$ cat config.mk
export PLATFORM = sky130hd
export DESIGN_NAME = key_schedule_seq
export DESIGN_NICKNAME = d
export VERILOG_FILES = /design/src/rtl/key_schedule_seq.sv
export SDC_FILE = /design/constraint.sdc
export NUM_CORES = 1
export LEC_CHECK = 0
export CORE_ASPECT_RATIO = 1.5
export CORE_MARGIN = 10
export CORE_UTILIZATION = 47
export DETAILED_ROUTE_END_ITERATION = 16
export PLACE_DENSITY = 0.77
export SLEW_MARGIN = 25
export SYNTH_ARGS = -nofsm -noshare
export SYNTH_HDL_FRONTEND = slang
export SYNTH_SLANG_ARGS = --single-unit
$ cat constraint.sdc
create_clock -name clk -period 3 [get_ports clk]
set_input_delay 0.9 -clock clk [delete_from_list [all_inputs] [get_ports clk]]
set_output_delay 0.9 -clock clk [all_outputs]
set_load 0.005 [all_outputs]
$ cat src/rtl/key_schedule_seq.sv
// key_schedule_seq: sequential Simon key-schedule generator.
// Loads an m-word master key on start, then streams T round keys over a
// valid/ready handshake, one per cycle while the consumer is ready.
// After the last key is accepted, done pulses for one cycle.
// Parameters: n = word size (16/24/32/48/64), m = key words (2/3/4).
// Defaults come from the `N / `M macros, which fall back to Simon32/64.
// Optional macro KEY_SCHED_ABORT_EN adds the abort input.
// Ports:
//   clk, rst            clock, asynchronous active-high reset
//   start, key          load request and master key (word 0 in key[n-1:0])
//   rk, rk_round        current round key and its round index
//   rk_valid, rk_ready  round-key handshake
//   abort               (KEY_SCHED_ABORT_EN only) drop the schedule
//   busy, done          schedule in progress / one-cycle completion pulse
`ifndef N
`define N 16
`endif
`ifndef M
`define M 4
`endif

module key_schedule_seq #(
   parameter int unsigned n = `N,
   parameter int unsigned m = `M
) (
   input  logic           clk,
   input  logic           rst,
   input  logic           start,
   input  logic [n*m-1:0] key,
   output logic [n-1:0]   rk,
   output logic [7:0]     rk_round,
   output logic           rk_valid,
   input  logic           rk_ready,
`ifdef KEY_SCHED_ABORT_EN
   input  logic           abort,
`endif
   output logic           busy,
   output logic           done
);

   // Round count per (n,m); 0 marks an unsupported combination.
   localparam int unsigned T =
      (n == 16 && m == 4) ? 32 :
      (n == 24 && m == 3) ? 36 :
      (n == 24 && m == 4) ? 36 :
      (n == 32 && m == 3) ? 42 :
      (n == 32 && m == 4) ? 44 :
      (n == 48 && m == 2) ? 52 :
      (n == 48 && m == 3) ? 54 :
      (n == 64 && m == 2) ? 68 :
      (n == 64 && m == 3) ? 69 :
      (n == 64 && m == 4) ? 72 : 0;

   localparam int unsigned Z_SEL =
      (n == 16 && m == 4) ? 0 :
      (n == 24 && m == 3) ? 0 :
      (n == 24 && m == 4) ? 1 :
      (n == 32 && m == 3) ? 2 :
      (n == 32 && m == 4) ? 3 :
      (n == 48 && m == 2) ? 2 :
      (n == 48 && m == 3) ? 3 :
      (n == 64 && m == 2) ? 2 :
      (n == 64 && m == 3) ? 3 : 4;

   // z sequences stored with z[0] in the MSB, so z[i] = Z[61-i].
   localparam logic [61:0] Z0 = 62'b1111101000_1001010110_0001110011_0111110100_0100101011_0000111001_10;
   localparam logic [61:0] Z1 = 62'b1000111011_1110010011_0000101101_0100011101_1111001001_1000010110_10;
   localparam logic [61:0] Z2 = 62'b1010111101_1100000011_0100100110_0010100001_0001111110_0101101100_11;
   localparam logic [61:0] Z3 = 62'b1101101110_1011000110_0101111000_0001001000_1010011100_1101000011_11;
   localparam logic [61:0] Z4 = 62'b1101000111_1001101011_0110001000_0001011100_0011001010_0100111011_11;

   localparam logic [61:0] Z_SEQ = (Z_SEL == 0) ? Z0 : (Z_SEL == 1) ? Z1 :
                                   (Z_SEL == 2) ? Z2 : (Z_SEL == 3) ? Z3 : Z4;
   localparam logic [7:0]  LAST  = 8'(T - 1);

   if (T == 0) begin : g_bad_cfg
      $error("key_schedule_seq: unsupported (n,m) combination");
   end

   typedef enum logic [1:0] {S_IDLE, S_RUN, S_DONE} state_t;

   state_t         r_state;
   logic [n-1:0]   r_win [m];
   logic [7:0]     r_round;
   logic           r_valid;
   logic           r_busy;
   logic           r_done;

   logic           w_xfer;
   logic           w_abort;
   logic [n-1:0]   w_t;
   logic [n-1:0]   w_new;
   logic [5:0]     w_idx;
   logic           w_zbit;

`ifdef KEY_SCHED_ABORT_EN
   assign w_abort = abort;
`else
   assign w_abort = 1'b0;
`endif

   assign w_xfer = r_valid & rk_ready;

   // Next key word from the current window; z index is round mod 62.
   assign w_t    = {r_win[m-1][2:0], r_win[m-1][n-1:3]} ^ ((m == 4) ? r_win[1] : '0);
   assign w_idx  = (r_round >= 8'd62) ? 6'(r_round - 8'd62) : 6'(r_round);
   assign w_zbit = Z_SEQ[6'd61 - w_idx];
   assign w_new  = ~r_win[0] ^ w_t ^ {w_t[0], w_t[n-1:1]} ^ n'(w_zbit) ^ n'(3);

   // Control FSM and key window.
   always_ff @(posedge clk or posedge rst) begin
      if (rst) begin
         r_state <= S_IDLE;
         r_round <= '0;
         r_valid <= 1'b0;
         r_busy  <= 1'b0;
         r_done  <= 1'b0;
         for (int j = 0; j < m; j++) r_win[j] <= '0;
      end else begin
         case (r_state)
            S_IDLE: begin
               r_done <= 1'b0;
               if (start) begin
                  for (int j = 0; j < m; j++) r_win[j] <= key[n*j +: n];
                  r_round <= '0;
                  r_valid <= 1'b1;
                  r_busy  <= 1'b1;
                  r_state <= S_RUN;
               end
            end
            S_RUN: begin
               if (w_abort) begin
                  r_valid <= 1'b0;
                  r_busy  <= 1'b0;
                  r_state <= S_IDLE;
               end else if (w_xfer) begin
                  for (int j = 0; j < m - 1; j++) r_win[j] <= r_win[j+1];
                  r_win[m-1] <= w_new;
                  r_round    <= r_round + 8'd1;
                  if (r_round == LAST) begin
                     r_valid <= 1'b0;
                     r_done  <= 1'b1;
                     r_state <= S_DONE;
                  end
               end
            end
            S_DONE: begin
               r_done  <= 1'b0;
               r_busy  <= 1'b0;
               r_state <= S_IDLE;
            end
            default: begin
               r_valid <= 1'b0;
               r_busy  <= 1'b0;
               r_done  <= 1'b0;
               r_state <= S_IDLE;
            end
         endcase
      end
   end

   assign rk       = r_win[0];
   assign rk_round = r_round;
   assign rk_valid = r_valid;
   assign busy     = r_busy;
   assign done     = r_done;

endmodule
== Word level (Yosys, flattened, before mapping) ==
Memories as Yosys holds them, arrays and structs flattened.
Index checks and enable logic that the tools add are counted.
Word-level totals
  bits in read-only memories: 64
  bits of input ports: 68
  memories: 1
  register bits after elaboration: 77
  word-level logic and storage cells: 57
Operators by class
  multiplexer cells: 20
  add/subtract/negate cells: 3
  bitwise operators: 9
  equality and inequality tests: 6
  reductions and logical operators: 7
  $lt $le $gt $ge: 2
Memory list
  (name not given): words 64, bits a word 1, read ports 1, clocked after memory_dff 0, wr ports 0, RTL line 107  | assign w_zbit = Z_SEQ[6'd61 - w_idx];
Operator list (count)
  64-bit two-way mux: 2
  64-bit case mux with 2 select lines: 1
  16-bit XOR: 3
  8-bit two-way mux: 2
  16-bit NOT: 1
  8-bit case mux with 2 select lines: 1
  16-bit by 1-bit XOR with 16-bit output: 1
  8-bit by 1-bit adder with 8-bit output (second input constant): 1
  8-bit by 5-bit == test with 1-bit output (second input constant): 1
  8-bit by 6-bit >= comparator with 1-bit output (second input constant): 1
  6-bit by 7-bit < comparator with 1-bit output (second input constant): 1
  1-bit two-way mux: 7
  2-bit two-way mux: 3
  6-bit two-way mux: 1
  2-bit != test (second input constant): 3
  3-bit AND reduction: 2
  6-bit subtractor (first input constant): 1
  6-bit subtractor (second input constant): 1
  2-bit case mux with 2 select lines: 1
  2-bit AND reduction: 2
  4-bit AND reduction: 1
  1-bit case mux with 3 select lines: 1
  2-bit by 1-bit == test with 1-bit output (second input constant): 1
  2-bit == test (second input constant): 1
  6 further kinds: 7

== Logic depth before layout (Yosys ltp) ==
Gate-level depths: netlist of the first run.
  word-level depth: 9
  gate-level depth with buffers: 16
  mapped depth without buffers: 14

== Least setup slack after synthesis of the first run ==
Ideal clock, no wire load.
  path type: register to register
  start point: register r_round[1] (netlist: rk_round[1])
  end point: register r_win[0] (netlist name)
  clock period less this slack: 3.147 ns
  stages on the path, launching flop included: 15
  library setup time: 0.124 ns
  arrival: 3.023 ns
  setup slack: -0.147 ns
  cell sequence: dfrtp_1 -> ha_1 -> nor2b_1 -> a21oi_1 -> o22ai_1 -> ha_1 -> inv_1 -> o31ai_1 -> a211oi_2 -> buf_2 -> and3_1 -> o311ai_1 -> o311ai_1 -> mux2i_1 -> or2_1
Between the ends
  longest elaborated chain between the ends: 9
Ends and longest elaborated chain
  start: declaration: RTL line 84  | logic [7:0] r_round;
  start signal: assignment: RTL line 139  | r_round <= r_round + 8'd1;
  8-bit by 6-bit >= comparator with 1-bit output / 6-bit subtractor (equally long branches): RTL line 106  | assign w_idx = (r_round >= 8'd62) ? 6'(r_round - 8'd62) : 6'(r_round);
  6-bit two-way mux (*): RTL line 106
  6-bit subtractor (*): RTL line 107
  memory read 64 x 1 bit (*)
  1-bit two-way mux (implied by the code) (*): RTL line 107
  16-bit by 1-bit XOR with 16-bit output (*): RTL line 108  | assign w_new = ~r_win[0] ^ w_t ^ {w_t[0], w_t[n-1:1]} ^ n'(w_zbit) ^ n'(3);
  2-bit NOT (no source line) (*)
  64-bit two-way mux (*): RTL line 136  | end else if (w_xfer) begin
  64-bit case mux with 2 select lines (*): RTL line 120  | case (r_state)
  end signal: indexed assignment: RTL line 138  | r_win[m-1] <= w_new;
  end: declaration: RTL line 83  | logic [n-1:0] r_win [m];
Every way passes the cells marked *; elsewhere a longest branch is shown, timed or not. The select of a mux whose other input is x is not followed.
A chain may end at the register's enable or synchronous reset.

== Worst setup path in the final report of the first run ==
  start point: register r_round[2] (netlist: rk_round[2])
  end point: register r_win[0] (netlist name)
The elaborated chain is that of the path after synthesis.

==> results of run 1 <==
-- through the flow --
stage	worst slack (ps)	hold WS, ps	instances	TNS [ps]	power, uW
finish	23.40	500.7	762	0	7895
global route	-105.3	532.4	762	-105.3	8579
CTS	3.247	499.1	758	0	7722
detailed placement	-37.17	479.3	742	-37.17	6571
global placement	28.24	464.1	742	0	6401
floorplan	1.640	446.9	559	0	5411
-- worst register-to-register path: cells and delay by family (launching register included) --
kind            cells  cell delay (ps)
compound gates      6              940
fa+ha+maj           2              370
buf+inv             1              290
flops               1              380
mux                 1              140
simple gates        5              760
-- path summary, 6_finish.rpt --
path                             start          end  cells after the start
min in group asynchronous          rst  rk_round[4]                      3
max in group asynchronous          rst    r_win[34]                      3
setup reg to reg           rk_round[2]     r_win[0]                     15
hold reg to reg              r_win[31]    r_win[31]                      2
hold / removal               r_win[31]    r_win[31]                      2
setup / recovery           rk_round[2]     r_win[0]                     15
-- state kept, by name (all words and copies together) (netlist names) --
signal / flops
busy: 1
done: 1
r_state: 2
r_win: 48
rk: 16
rk_round: 8
rk_valid: 1
-- layout by cell type, fill, tap and decap left out, types with 2 or more instances in the layout --
master and count:
sky130_fd_sc_hd__a22oi_1 4, sky130_fd_sc_hd__inv_1 4, sky130_fd_sc_hd__a21o_1 3, sky130_fd_sc_hd__o2111a_1 2, sky130_fd_sc_hd__clkdlybuf4s50_1 94, sky130_fd_sc_hd__nor2b_4 2
sky130_fd_sc_hd__a21oi_2 2, sky130_fd_sc_hd__or2_1 3, sky130_fd_sc_hd__xnor2_1 51, sky130_fd_sc_hd__o21ai_1 4, sky130_fd_sc_hd__nand2b_1 3, sky130_fd_sc_hd__o311ai_2 2
sky130_fd_sc_hd__dfrtp_1 77, sky130_fd_sc_hd__buf_12 2, sky130_fd_sc_hd__clkbuf_8 2, sky130_fd_sc_hd__o221ai_1 2, sky130_fd_sc_hd__clkbuf_1 3, sky130_fd_sc_hd__nand2_1 126
sky130_fd_sc_hd__o211ai_1 2, sky130_fd_sc_hd__ha_1 4, sky130_fd_sc_hd__o211a_1 2, sky130_fd_sc_hd__a31oi_1 49, sky130_fd_sc_hd__xor2_1 6, sky130_fd_sc_hd__o21ai_0 20
sky130_fd_sc_hd__nor2_2 2, sky130_fd_sc_hd__buf_4 27, sky130_fd_sc_hd__nor3_1 7, sky130_fd_sc_hd__nor2b_1 3, sky130_fd_sc_hd__nand3_1 7, sky130_fd_sc_hd__nor2_1 69
sky130_fd_sc_hd__a21oi_1 17, sky130_fd_sc_hd__clkbuf_16 9
-- area by class of cell --
cell class,count,share of cell area
Timing Repair Buffer,125,0.1982
Inverter,6,0.004318
Multi-Input combinational cell,424,0.4088
Clock buffer,14,0.04339
Sequential cell,77,0.3167
Clock inverter,1,0.004935
Tap cell,115,0.02365
-- power groups by stage --
stage / Sequential, uW / Clock (uW) / Combinational, uW
3_3_place_gp: 2000 / 0 / 4400
2_1_floorplan: 1920 / 0 / 3490
5_1_grt: 2090 / 1170 / 5320
6_report: 2020 / 1100 / 4770
4_1_cts: 2020 / 1110 / 4590
3_5_place_dp: 2030 / 0 / 4540
-- cells by family after synthesis --
kind of cell | synth area share
flip-flops | 0.4197
adder cells (fa/ha/maj) | 0.01635
AO/OA/AOI/OAI | 0.1706
buffers and inverters | 0.06378
XOR/XNOR | 0.1087
multiplexers | 0.002181
AND/OR/NAND/NOR | 0.2186
-- per-layer routing --
metal  up-vias  routed length, um  track usage
met2       123               6664       0.3130
met3        26                705      0.04795
li1       2047                  -            -
met1      1955               4999       0.1996
met5         -                  0            0
met4         0                316      0.06940
-- timing repair --
item / 4_1_cts / 5_1_grt
pin swaps: 3 / 8
cloned: 0 / 1
resized for setup: 3 / 18
buffers inserted: 1 / 3
setup endpoints to repair: 1 / 1
==> results.rst, run 1 <==
.. list-table::
   :header-rows: 1

   * - Metric
     - Value
   * - Outcome
     - finished clean
   * - Util after Layout
     - 0.6316
   * - Cell with the largest stage delay on the worst path
     - sky130_fd_sc_hd__dfrtp_1
   * - Area used by sequential logic in the layout
     - 0.001927 mm2
   * - Number of nets with antenna violations after routing
     - 0
   * - Static power due to leakage
     - 0.002525 uW
   * - Unrepaired setup endpoints after global routing
     - true
   * - Worst-case register-to-register setup slack
     - 20 ps
   * - Placeable Area
     - 0.009634 mm2
   * - Classification of the worst-slack hold path
     - reg2reg
   * - Starting Density
     - 0.4765
   * - Slew at the pin closest to its max-slew limit
     - 722.6 ps
   * - Top area cells in the synthesized netlist
     - sky130_fd_sc_hd__dfrtp_1, sky130_fd_sc_hd__nand2_1, sky130_fd_sc_hd__xnor2_1, sky130_fd_sc_hd__a31oi_1, sky130_fd_sc_hd__nor2_1
   * - Level count of the clock H-tree
     - 3
   * - Multi-input combinational cell area
     - 0.002487 mm2
   * - I/O Buffers
     - 94
   * - Worst slew margin relative to its limit
     - 0.5182
   * - Share of the yosys chip area belonging to registers
     - 0.4197
   * - CP cell instances
     - ha_2, nor2b_4, a21oi_2, nand2_1, and2_4, ha_4, nand3b_1, o31ai_4, a211oi_4, clkdlybuf4s15_2, a21oi_1, a32oi_1, o311ai_2, mux2i_1, or2_1
   * - Via count
     - 4151
   * - Total wire length after detailed routing
     - 12.69 mm
   * - Synthesized netlist cell count
     - 559
   * - Cell family contributing the most delay on the critical path
     - compound AO/OA/AOI/OAI gates
   * - Global-route usage over all layers
     - 0.1794
   * - Switching share of power
     - 0.4210
   * - Global-route wire length before repair
     - 20.66 mm
   * - Die width
     - 100.7 um
   * - Routed wire length per instance
     - 16.65 um
   * - Pwr dens
     - 1298 mW/mm2
   * - Number of search-and-repair iterations in the first detailed-routing pass
     - 4
   * - Post-layout minimum cycle time
     - 2977 ps
   * - Kind of capture point of the worst setup path
     - flop
   * - Number of global-route vias before repair
     - 4181
   * - Largest clock skew in the final design
     - 6.985 ps
   * - Part of the power in the clock network
     - 0.139
   * - Most frequent cell after synthesis
     - sky130_fd_sc_hd__nand2_1
   * - Vertical die dimension
     - 141.0 um
   * - Overflow left after global routing
     - 0
   * - Async set or reset register ratio after synthesis
     - 1.000
   * - Mean cell area of the mapped netlist
     - 8.212 um2
   * - Flip-flop cell with the highest count after synthesis
     - sky130_fd_sc_hd__dfrtp_1
   * - Site row count
     - 44
   * - Fin. max-slew vios
     - 0
   * - Data arrival time of the worst path
     - 3200 ps
   * - Final estimated routing congestion in global placement
     - 0.8199
   * - Synth top area share
     - 0.4197
   * - Cts-stage hold buffer count
     - 0
   * - Placed Instance Area
     - 0.005650 mm2
   * - Maximum count of clock buffers along a single path
     - 2
   * - Fill cell instance count of the final layout
     - 810
   * - Tcrit/Tclk final
     - 0.9922
   * - Clock Sinks
     - 77
   * - Delay of the slowest cell on the worst path
     - 380 ps
   * - Initial detailed-routing violation count
     - 213
   * - Synth warn
     - 0
   * - Maximum number of pins on one net before global-route repair
     - 78
   * - Clock latency on the worst-skew pair
     - 340 ps
   * - Internal power
     - 4571 uW
   * - Proportion of layout cells with a drive suffix above 1
     - 0.1051
   * - Final setup violating endpoints
     - 0
   * - Critical path required time
     - 3220 ps
   * - Maximum fanout along the worst path
     - 4
   * - Number of vias per cell after detailed routing
     - 5.448
   * - CP Class
     - reg2reg
   * - Max-cap check violation count
     - 0
   * - Flop pwr share
     - 0.256
   * - Post-Syn Nets
     - 633
   * - Synth cell types
     - 50
   * - Clock root buffer
     - sky130_fd_sc_hd__clkbuf_16
   * - Antenna cell count
     - 0
   * - I/O pins
     - 95
   * - Peak supply drop
     - 0.0006934 V
   * - Post-synth design cell area
     - 0.004591 mm2
   * - Cell type with the largest total area after synthesis
     - sky130_fd_sc_hd__dfrtp_1
   * - Buf/Inv on CP
     - 1
   * - Commonest cells in the netlist
     - sky130_fd_sc_hd__nand2_1, sky130_fd_sc_hd__dfrtp_1, sky130_fd_sc_hd__nor2_1
   * - Clock Pin Slew Worst Setup and Hold Paths
     - 60 ps
   * - Area Overhead vs Synth
     - 32.54%
   * - Net switching power figure
     - 3324 uW
   * - Initial antenna violation count
     - 0
   * - Flip-flop and latch count after synthesis
     - 77
   * - Maximum clock frequency
     - 0.3360 GHz
   * - Post-synth EDFFs
     - 0
   * - Crit path launch type
     - flop
   * - Number of buffers inserted during clock tree synthesis
     - 9
   * - Post-layout nets
     - 717
   * - Final cell area excluding filler cells
     - 0.006085 mm2
   * - Die Footprint
     - 0.01420 mm2
   * - Clock tree from TritonCTS
     - yes
   * - Number of endpoints with negative hold slack in the final report
     - 0
   * - Hpwl dp
     - 9.283 mm
   * - Combinational fraction of design power
     - 0.605
   * - DRC violations left
     - 0
No activity file was read; power rests on OpenSTA's default activity.
==> run 2, diff against run 1 <==
--- a/config.mk
+++ b/config.mk
@@ -6,8 +6,9 @@
 export NUM_CORES = 1
 export LEC_CHECK = 0
 export CORE_ASPECT_RATIO = 1.5
-export CORE_MARGIN = 10
+export CORE_MARGIN = 2
 export CORE_UTILIZATION = 47
+export CTS_BUF_LIST = sky130_fd_sc_hd__clkbuf_16
 export DETAILED_ROUTE_END_ITERATION = 16
 export PLACE_DENSITY = 0.77
 export SLEW_MARGIN = 25
==> results.rst, run 2 (synthesized netlist as in run 1, its figures left out) <==
.. list-table::
   :header-rows: 1

   * - Metric
     - Value
   * - Unrepaired setup endpoints after global routing
     - true
   * - I/O pins
     - 95 (unchanged)
   * - Overflow left after global routing
     - 0 (unchanged)
   * - Final setup violating endpoints
     - 1 (+1)
   * - Routed wire length per instance
     - 15.54 um (-6.7%)
   * - Maximum clock frequency
     - 0.3267 GHz (-2.7%)
   * - Util after Layout
     - 0.6365 (+0.004936)
   * - Final estimated routing congestion in global placement
     - 0.8971 (+9.4%)
   * - Fin. max-slew vios
     - 0 (unchanged)
   * - Die width
     - 84.70 um (-16%)
   * - Worst reg-to-reg path cell count
     - 16 (+1)
   * - Max FFs per register
     - 48 (unchanged)
   * - Outcome
     - finished, violations left
   * - Pwr dens
     - 1305 mW/mm2 (+0.58%)
   * - Leading cell type in the layout, fill and taps excluded
     - sky130_fd_sc_hd__nand2_1
   * - Peak supply drop
     - 0.0006319 V (-8.9%)
   * - Max-cap check violation count
     - 0 (unchanged)
   * - Placed Instance Area
     - 0.005639 mm2 (-0.20%)
   * - Level count of the clock H-tree
     - 3 (unchanged)
   * - Hpwl dp
     - 8.601 mm (-7.4%)
   * - Initial antenna violation count
     - 0 (unchanged)
   * - Maximum count of clock buffers along a single path
     - 2 (unchanged)
   * - Number of vias per cell after detailed routing
     - 5.545 (+1.8%)
   * - Number of buffers inserted during clock tree synthesis
     - 9 (unchanged)
   * - Antenna cell count
     - 0 (unchanged)
   * - Clock root buffer
     - sky130_fd_sc_hd__clkbuf_16
   * - Clock latency on the worst-skew pair
     - 340 ps (about the same)
   * - Number of endpoints with negative hold slack in the final report
     - 0 (unchanged)
   * - Kind of capture point of the worst setup path
     - flop
   * - Violated checks
     - setup timing
   * - Maximum number of pins on one net before global-route repair
     - 93 (+19%)
   * - Placeable Area
     - 0.009579 mm2 (-0.57%)
   * - Post-layout nets
     - 716 (-0.14%)
   * - CP Class
     - reg2reg
   * - Largest clock skew in the final design
     - 4.720 ps (-2.265 ps)
   * - Clock Sinks
     - 77 (unchanged)
   * - DRC violations left
     - 0 (unchanged)
   * - Final cell area excluding filler cells
     - 0.006097 mm2 (+0.21%)
   * - Tcrit/Tclk final
     - 1.020 (+0.02797)
   * - Total power of the final layout
     - 7957 uW (+0.79%)
   * - Maximum fanout along the worst path
     - 5 (+1)
   * - Site row count
     - 44 (unchanged)
   * - Die Footprint
     - 0.01059 mm2 (-25%)
   * - Slew at the pin closest to its max-slew limit
     - 739.8 ps (+17.16 ps)
   * - Critical path required time
     - 3220 ps (about the same)
   * - Global-route wire length before repair
     - 19.24 mm (-6.9%)
   * - Starting Density
     - 0.4792 (+0.002738)
   * - Initial detailed-routing violation count
     - 233 (+9.4%)
   * - Number of search-and-repair iterations in the first detailed-routing pass
     - 5 (+1)
   * - Crit path launch type
     - flop
   * - Classification of the worst-slack hold path
     - reg2reg
   * - Clock tree from TritonCTS
     - yes
   * - Proportion of layout cells with a drive suffix above 1
     - 0.1051 (unchanged)
   * - Number of nets with antenna violations after routing
     - 0 (unchanged)
   * - Area Overhead vs Synth
     - 32.82%
   * - Total wire length after detailed routing
     - 11.84 mm (-6.7%)
   * - Post-layout minimum cycle time
     - 3061 ps (+83.91 ps)
   * - Worst slew margin relative to its limit
     - 0.5068 (-0.01144)
   * - I/O Buffers
     - 94 (unchanged)
   * - Register with the most flip-flops
     - r_win
   * - Worst setup slack before clock tree synthesis
     - -49.55 ps (-12.38 ps)
   * - Global-route usage over all layers
     - 0.2271 (+0.04762)
   * - Vertical die dimension
     - 125.0 um (-11%)
   * - Cells on Worst Hold Path
     - 2 (unchanged)
   * - Via count
     - 4225 (+1.8%)
   * - Number of global-route vias before repair
     - 3993 (-4.5%)
   * - Clock Pin Slew Worst Setup and Hold Paths
     - 60 ps (about the same)
   * - Commonest cells after routing, fill and taps aside
     - sky130_fd_sc_hd__nand2_1, sky130_fd_sc_hd__clkdlybuf4s50_1, sky130_fd_sc_hd__dfrtp_1, sky130_fd_sc_hd__nor2_1, sky130_fd_sc_hd__xnor2_1
   * - Static power due to leakage
     - 0.002547 uW (+0.90%)
   * - Data arrival time of the worst path
     - 3280 ps (+80 ps)
   * - Minimum hold slack
     - 500.3 ps (-0.4270 ps)
   * - Post-layout worst setup margin
     - -60.52 ps (-83.91 ps)
[run 2: report_power, final]
| part | switching (uW) | total, uW | internal [uW] |
|---|---|---|---|
| clock network | 432 | 1240 | 809 |
| logic | 2410 | 4690 | 2280 |
| registers | 458 | 2020 | 1570 |
[run 2: layer usage]
| metal | wire length (um) | global-route usage |
|---|---|---|
| met1 | 4572 | 0.2728 |
| met2 | 6283 | 0.3928 |
| met3 | 610 | 0.03762 |
| met4 | 375 | 0.1055 |
| met5 | 0 | 0 |
[run 2: path summary, 6_finish.rpt]
| path | startpoint | end | slack (ps) |
|---|---|---|---|
| max in group asynchronous | rst | r_win[38] | 1460 |
| hold / removal | done | done | 500 |
| min in group asynchronous | rst | rk[12] | 970 |
| setup reg to reg | rk_round[1] | r_win[0] | -60 |
| setup / recovery | rk_round[1] | r_win[0] | -60 |
| hold reg to reg | done | done | 500 |
[run 2: critical path: stages (launching register included)]
cell and delay (ps):
sky130_fd_sc_hd__dfrtp_1 390, sky130_fd_sc_hd__ha_2 200, sky130_fd_sc_hd__nor2b_4 130, sky130_fd_sc_hd__a21oi_2 180
sky130_fd_sc_hd__nand2_1 110, sky130_fd_sc_hd__and2_4 180, sky130_fd_sc_hd__ha_4 170, sky130_fd_sc_hd__inv_2 80
sky130_fd_sc_hd__o211a_1 160, sky130_fd_sc_hd__a211oi_2 80, sky130_fd_sc_hd__buf_4 160, sky130_fd_sc_hd__buf_6 110
sky130_fd_sc_hd__nor3b_2 150, sky130_fd_sc_hd__o311ai_2 300, sky130_fd_sc_hd__o311ai_1 170, sky130_fd_sc_hd__mux2i_1 140
sky130_fd_sc_hd__or2_1 240
[run 2: cell type report]
type                            count  area [um2]
Clock inverter                      7       113.9
Clock buffer                        9       225.2
Fill cell                         841        3482
Tap cell                          115       143.9
Timing Repair Buffer              124        1205
Inverter                            6       22.52
Sequential cell                    77        1927
Multi-Input combinational cell    424        2460
[run 2: what timing repair did]
action                                  CTS  global route
hold buffers                              0             0
endpoints found under the setup margin    1             1
gates cloned                              1             0
gates resized for setup                  11             5
buffers inserted                          4             2
pin swaps                                10            11
[run 2: per-stage QoR]
step	TNS, ps	std cells
after global routing	-193.8	762
after detailed placement	-49.55	739
after CTS	0	760
final	-60.52	762
after floorplan	0	559
after global placement	0	739
==> run 3, diff against run 2 <==
--- a/config.mk
+++ b/config.mk
@@ -15,3 +15,4 @@
 export SYNTH_ARGS = -nofsm -noshare
 export SYNTH_HDL_FRONTEND = slang
 export SYNTH_SLANG_ARGS = --single-unit
+export TNS_END_PERCENT = 5
==> results of run 3 <==
Final layout, timing and power as in run 2 (identical DEF).
